[src/rtl/apb_master_pkg.sv]
// ============================================================================
// Module      : apb_master_pkg
// Description : Shared types for the APB3 requester: FSM states, command and
//               response records, and a small state helper.
// Revision    : 1.0 - initial release
// ============================================================================
`default_nettype none

package apb_master_pkg;

  localparam int APB_DATA_W = 32;
  localparam int APB_ADDR_W = 32;

  typedef enum logic [1:0] {
    IDLE   = 2'd0,
    SETUP  = 2'd1,
    ACCESS = 2'd2,
    RESP   = 2'd3
  } apb_state_t;

  typedef struct packed {
    logic                  write;
    logic [APB_ADDR_W-1:0] addr;
    logic [APB_DATA_W-1:0] wdata;
  } apb_cmd_t;

  typedef struct packed {
    logic [APB_DATA_W-1:0] rdata;
    logic                  error;
  } apb_rsp_t;

  function automatic logic is_busy(input apb_state_t s);
    return s != IDLE;
  endfunction

endpackage

`default_nettype wire

[src/rtl/apb3_master_watchdog.sv]
// ============================================================================
// Module      : apb3_master_watchdog
// Description : Counts ACCESS cycles spent with PREADY low and flags expiry
//               on the edge where the count would reach TIMEOUT_CYCLES.
// Revision    : 1.0 - initial release
// ============================================================================
`default_nettype none

module apb3_master_watchdog #(
  parameter int TIMEOUT_CYCLES = 16
) (
  input  logic clk,
  input  logic rst,
  input  logic start,
  input  logic ready,
  output logic expired
);

  localparam int              CW     = $clog2(TIMEOUT_CYCLES + 1);
  localparam logic [CW-1:0]   C_LAST = CW'(TIMEOUT_CYCLES - 1);

  logic          r_armed;
  logic [CW-1:0] r_count;

  // A ready on the expiry edge masks the timeout so normal completion wins.
  assign expired = r_armed && !ready && (r_count == C_LAST);

  always_ff @(posedge clk) begin
    if (rst) begin
      r_armed <= 1'b0;
      r_count <= '0;
    end else if (start) begin
      r_armed <= 1'b1;
      r_count <= '0;
    end else if (r_armed) begin
      if (ready || expired) begin
        r_armed <= 1'b0;
      end else begin
        r_count <= r_count + CW'(1);
      end
    end
  end

endmodule

`default_nettype wire

[src/rtl/apb3_master.sv]
// ============================================================================
// Module      : apb3_master
// Description : APB3 requester turning a valid/ready command stream into
//               SETUP/ACCESS transfers, one outstanding at a time. Optional
//               ACCESS watchdog enabled by APB3_MASTER_TIMEOUT_EN.
// Revision    : 1.0 - initial release
// ============================================================================
`default_nettype none

module apb3_master
  import apb_master_pkg::*;
#(
  parameter int N_BIT_DATA     = 32,
  parameter int N_BIT_ADDRESS  = 32,
  parameter int TIMEOUT_CYCLES = 16
) (
  input  logic                     PCLK,
  input  logic                     PRESET,
  input  logic                     cmd_valid,
  output logic                     cmd_ready,
  input  logic                     cmd_write,
  input  logic [N_BIT_ADDRESS-1:0] cmd_addr,
  input  logic [N_BIT_DATA-1:0]    cmd_wdata,
  output logic                     rsp_valid,
  input  logic                     rsp_ready,
  output logic [N_BIT_DATA-1:0]    rsp_rdata,
  output logic                     rsp_error,
  output logic                     PSEL,
  output logic                     PENABLE,
  output logic                     PWRITE,
  output logic [N_BIT_ADDRESS-1:0] PADDR,
  output logic [N_BIT_DATA-1:0]    PWDATA,
  input  logic [N_BIT_DATA-1:0]    PRDATA,
  input  logic                     PREADY,
  input  logic                     PSLVERR
);

  apb_state_t r_state;
  logic       w_accept;
  logic       w_expired;

  assign cmd_ready = !is_busy(r_state) && !PRESET;
  assign w_accept  = cmd_valid && cmd_ready;

`ifdef APB3_MASTER_TIMEOUT_EN
  apb3_master_watchdog #(
    .TIMEOUT_CYCLES (TIMEOUT_CYCLES)
  ) u_watchdog (
    .clk     (PCLK),
    .rst     (PRESET),
    .start   (r_state == SETUP),
    .ready   (PREADY),
    .expired (w_expired)
  );
`else
  assign w_expired = 1'b0;
`endif

  always_ff @(posedge PCLK) begin
    if (PRESET) begin
      r_state   <= IDLE;
      PSEL      <= 1'b0;
      PENABLE   <= 1'b0;
      PWRITE    <= 1'b0;
      PADDR     <= '0;
      PWDATA    <= '0;
      rsp_valid <= 1'b0;
      rsp_rdata <= '0;
      rsp_error <= 1'b0;
    end else begin
      case (r_state)
        IDLE: begin
          if (w_accept) begin
            PADDR   <= cmd_addr;
            PWRITE  <= cmd_write;
            // Reads leave PWDATA untouched so the bus does not toggle needlessly.
            if (cmd_write) PWDATA <= cmd_wdata;
            PSEL    <= 1'b1;
            PENABLE <= 1'b0;
            r_state <= SETUP;
          end
        end
        SETUP: begin
          PENABLE <= 1'b1;
          r_state <= ACCESS;
        end
        ACCESS: begin
          if (PREADY) begin
            PSEL      <= 1'b0;
            PENABLE   <= 1'b0;
            rsp_rdata <= PWRITE ? '0 : PRDATA;
            rsp_error <= PSLVERR;
            rsp_valid <= 1'b1;
            r_state   <= RESP;
          end else if (w_expired) begin
            PSEL      <= 1'b0;
            PENABLE   <= 1'b0;
            rsp_rdata <= '0;
            rsp_error <= 1'b1;
            rsp_valid <= 1'b1;
            r_state   <= RESP;
          end
        end
        RESP: begin
          if (rsp_ready) begin
            rsp_valid <= 1'b0;
            r_state   <= IDLE;
          end
        end
        default: r_state <= IDLE;
      endcase
    end
  end

endmodule

`default_nettype wire
[config.mk]
export PLATFORM = sky130hd
export DESIGN_NAME = apb3_master
export DESIGN_NICKNAME = d
export VERILOG_FILES = /design/src/rtl/apb_master_pkg.sv /design/src/rtl/apb3_master_watchdog.sv /design/src/rtl/apb3_master.sv
export SDC_FILE = /design/constraint.sdc
export NUM_CORES = 1
export LEC_CHECK = 0
export ABC_AREA = 1
export CORE_MARGIN = 2
export CORE_UTILIZATION = 33
export CTS_CLUSTER_DIAMETER = 50
export DETAILED_ROUTE_END_ITERATION = 7
export PLACE_DENSITY = 0.81
export SYNTH_ARGS = -nofsm -noshare
export SYNTH_HDL_FRONTEND = slang
export SYNTH_SLANG_ARGS = --single-unit
[constraint.sdc]
create_clock -name PCLK -period 2.9 [get_ports PCLK]
set_input_delay 0.58 -clock PCLK [delete_from_list [all_inputs] [get_ports PCLK]]
set_output_delay 0.58 -clock PCLK [all_outputs]
set_load 0.01 [all_outputs]
==> impl_metrics.prom <==
# TYPE chip_impl_metric gauge
chip_impl_metric{name="layout-drive-gt1-share",unit="%"} 4.148
chip_impl_metric{name="multiplexer_share_of_the_synthesized_area",unit="%"} 0
chip_impl_info{name="synth_top_family_by_area",value="simple AND/OR/NAND/NOR gates"} 1
chip_impl_metric{name="final_max_slew_viol_count",unit=""} 0
chip_impl_metric{name="largest_net_degree_at_the_start_of_global_routing",unit=""} 70
chip_impl_metric{name="max_freq",unit="GHz"} 0.4234
chip_impl_metric{name="synth_seq_area_share",unit="%"} 53.51
chip_impl_metric{name="placement.setup.worst_slack",unit="ps"} 519.0
chip_impl_metric{name="power_density",unit="nW/um2"} 657.1
chip_impl_metric{name="syn-instance-count",unit=""} 484
chip_impl_metric{name="post_drt_via_cell_ratio",unit=""} 4.748
chip_impl_metric{name="crit_fanout",unit=""} 3
chip_impl_metric{name="antenna_found_initial",unit=""} 0
chip_impl_info{name="grt_setup_unrepaired",value="false"} 1
chip_impl_metric{name="die_outline_height",unit="um"} 112.1
chip_impl_metric{name="die-area",unit="um2"} 12560
chip_impl_info{name="critical_path.startpoint_type",value="input pin"} 1
chip_impl_metric{name="tightest_slew",unit="ps"} 985.5
chip_impl_metric{name="first_global_vias",unit=""} 3661
chip_impl_metric{name="clock_tree.buffer_depth",unit=""} 2
chip_impl_metric{name="cell_count_of_the_worst_reg_to_reg_path",unit=""} 6
chip_impl_metric{name="post-dp-hpwl",unit="um"} 7772
chip_impl_metric{name="drt-pass1-iter-count",unit=""} 6
chip_impl_info{name="beginning_of_the_worst_register_to_register_path",value="r_state[0]"} 1
chip_impl_metric{name="track_usage",unit="%"} 17.16
chip_impl_metric{name="area_of_the_placeable_core",unit="um2"} 11420
chip_impl_metric{name="global_route_wire_length_before_repair",unit="um"} 17650
chip_impl_metric{name="synth_fa_ha_area_share",unit="%"} 1.299
chip_impl_metric{name="route.detailed.drc",unit=""} 0
chip_impl_metric{name="detail_route.wirelength",unit="um"} 10950
chip_impl_metric{name="mapped_area",unit="um2"} 3854
chip_impl_info{name="timing.hold.worst.class",value="reg -> reg"} 1
chip_impl_metric{name="max_cap_violations",unit=""} 0
chip_impl_metric{name="start_util",unit="%"} 33.75
chip_impl_metric{name="worstSkewPairLatency",unit="ps"} 340
chip_impl_metric{name="setup_viol_count_final",unit=""} 0
chip_impl_metric{name="ios",unit=""} 205
chip_impl_info{name="worst_setup_path_endpoint",value="cmd_ready"} 1
chip_impl_metric{name="timing.critical_path.required",unit="ps"} 2320
chip_impl_metric{name="timing.reg2reg.setup_slack",unit="ps"} 860
chip_impl_metric{name="finish.net_count",unit=""} 777
chip_impl_metric{name="setup_tns",unit="ps"} 0
chip_impl_metric{name="post-route-min-period",unit="ps"} 2362
chip_impl_metric{name="number_of_instances_resized_during_post_cts_repair",unit=""} 0
chip_impl_metric{name="syn2layout_area_growth",unit="%"} 61.92
chip_impl_metric{name="cts.repair_timing.setup_buffer_count",unit=""} 0
chip_impl_metric{name="slew_headroom",unit="%"} 34.23
chip_impl_metric{name="p_leak",unit="uW"} 0.002395
chip_impl_metric{name="clk_transition_reported_paths",unit="ps"} 60
chip_impl_metric{name="numCtsBuffers",unit=""} 9
chip_impl_info{name="path_class",value="in -> out"} 1
chip_impl_metric{name="antenna_cells",unit=""} 0
chip_impl_metric{name="routedWlPerCell",unit="um"} 13.38
chip_impl_metric{name="critical_path_arrival",unit="ps"} 1780
chip_impl_info{name="category_of_the_worst_setup_path_capture_point",value="output port"} 1
chip_impl_metric{name="io_buffers",unit=""} 204
chip_impl_metric{name="fin_crit_sh",unit="%"} 81.45
chip_impl_info{name="cts_root_buf",value="clkbuf_16"} 1
chip_impl_metric{name="numPlacedInstances",unit=""} 802
chip_impl_metric{name="globalplace.congestion",unit=""} 0.7924
chip_impl_metric{name="hold_viol",unit=""} 0
chip_impl_metric{name="synth.ff_latch_count",unit=""} 103
chip_impl_metric{name="antenna_left",unit=""} 0
chip_impl_metric{name="synth.avg_cell_area",unit="um2"} 7.962
chip_impl_info{name="cp-startpoint",value="PRESET"} 1
chip_impl_metric{name="post_cts_hold_buffer_count",unit=""} 0
chip_impl_metric{name="synth_compound_gate_area_share",unit="%"} 13.34
chip_impl_metric{name="synth-simple-area-share",unit="%"} 22.24
chip_impl_metric{name="finalNonFillerCells",unit=""} 818
chip_impl_info{name="outcome",value="complete, no violations"} 1
chip_impl_metric{name="synth.net_count",unit=""} 591
chip_impl_metric{name="vdd.ir_drop.worst",unit="mV"} 0.2964
chip_impl_info{name="clock_tree_from_tritoncts",value="done"} 1
chip_impl_metric{name="number_of_distinct_standard_cells_referenced_by_the_synthesized_netlist",unit=""} 21
chip_impl_metric{name="synth_xor_area_share",unit="%"} 0
chip_impl_metric{name="clkSinkCount",unit=""} 103
chip_impl_metric{name="via_count",unit=""} 3884
chip_impl_metric{name="cts_max_level",unit=""} 3
chip_impl_metric{name="global_route_congestion_overflow_total",unit=""} 0
chip_impl_metric{name="die_width",unit="um"} 112.1
chip_impl_metric{name="drt-initial-drc-count",unit=""} 239
chip_impl_info{name="critical_path.reg2reg.endpoint",value="rsp_rdata[21]"} 1
chip_impl_metric{name="ys_warn_count",unit=""} 0
chip_impl_metric{name="postLayoutSetupSlackWorst",unit="ps"} 537.9
chip_impl_metric{name="clock-skew-final",unit="ps"} 5.342
chip_impl_metric{name="placementRows",unit=""} 39
[report_power, final]
part | internal, uW | switching [uW] | leakage, uW
registers | 1620 | 108 | 0.000840
logic | 635 | 618 | 0.00141
clock network | 623 | 493 | 0.000142
total | 2880 | 1220 | 0.00239
[cells in the final DEF, fill, tap and decap left out]
master and count:
a21oi_1 68, buf_12 1, buf_4 7, clkbuf_1 1, clkbuf_16 9, clkbuf_8 2
clkdlybuf4s50_1 204, clkinv_1 1, clkinv_2 4, dfxtp_1 103, ha_1 4, inv_1 46
inv_2 1, inv_4 1, nand2_1 80, nand3_1 101, nand4_1 2, nand4_2 1
nor2_1 4, nor2_4 1, o21ai_0 28, o21ai_1 5, o21ai_2 1
[flip-flops by register name, indices dropped and copies added, names as in the netlist]
| name | count |
|---|---|
| PSEL | 1 |
| rsp_rdata | 32 |
| r_state | 2 |
| rsp_error | 1 |
| PENABLE | 1 |
| PADDR | 32 |
| rsp_valid | 1 |
| PWDATA | 32 |
| PWRITE | 1 |
[worst max-delay path: stages]
cell and delay [ps]:
clkdlybuf4s50_1 480, nor2_4 150, clkdlybuf4s50_1 560
[routing by layer]
layer / track usage (%) / vias to the layer above / share of wire, %
li1: - / 1963 / -
met1: 19.95 / 1756 / 42
met2: 29.78 / 143 / 49
met3: 4.644 / 22 / 7.3
met4: 7.480 / 0 / 2.4
met5: 0 / - / 0
[Yosys cell counts]
master    instances  area, um2
a21oi_1          68      340.3
clkinv_1          1      3.750
inv_1            46      172.7
inv_4             1      6.260
buf_2            15      75.07
nand4_1           2      12.51
nand3_1         101      505.5
clkbuf_1         16      60.06
nor2_4            1      11.26
nor2_1            4      15.01
dfxtp_1         103       2062
nand4_2           1      12.51
o21ai_2           1      8.760
buf_6             3      33.78
buf_4             1      7.510
ha_1              4      50.05
inv_2             1      3.750
nand2_1          80      300.3
buf_1             2      7.510
o21ai_0          28      140.1
o21ai_1           5      25.02
[area by class of cell]
class / instances / area (um2)
Clock buffer: 12 / 256.5
Clock inverter: 4 / 20.02
Fill cell: 1040 / 5179
Inverter: 49 / 186.4
Multi-Input combinational cell: 295 / 1421
Sequential cell: 103 / 2062
Tap cell: 143 / 178.9
Timing Repair Buffer: 212 / 2115
[per-stage QoR]
| stage | util (%) | power, uW | hold slack, ps | instance area (um2) |
|---|---|---|---|---|
| 2_1_floorplan | - | 2367 | 467.1 | 3854 |
| 3_3_place_gp | 52.22 | 2974 | 430.4 | 5963 |
| 3_5_place_dp | 52.22 | 3018 | 435.5 | 5963 |
| 4_1_cts | 54.65 | 4152 | 445.3 | 6240 |
| 5_1_grt | 54.65 | 4343 | 457.9 | 6240 |
| 6_report | 54.65 | 4100 | 441.8 | 6240 |
[cell families after synthesis]
group / Yosys count
simple gates: 189
compound gates: 102
buf+inv: 86
fa+ha+maj: 4
flops: 103
[worst min path at each step]
| stage | startpoint | end | depth (start not counted) |
|---|---|---|---|
| 2_1_floorplan | PWDATA[0] | PWDATA[0] | 2 |
| 3_3_place_gp | PWDATA[10] | PWDATA[10] | 2 |
| 3_5_place_dp | PWDATA[19] | PWDATA[19] | 2 |
| 4_1_cts | PWDATA[19] | PWDATA[19] | 2 |
| 5_1_grt | PWDATA[5] | PWDATA[5] | 2 |
| 6_report | PWDATA[19] | PWDATA[19] | 2 |
No activity file was read; power rests on OpenSTA's default activity.
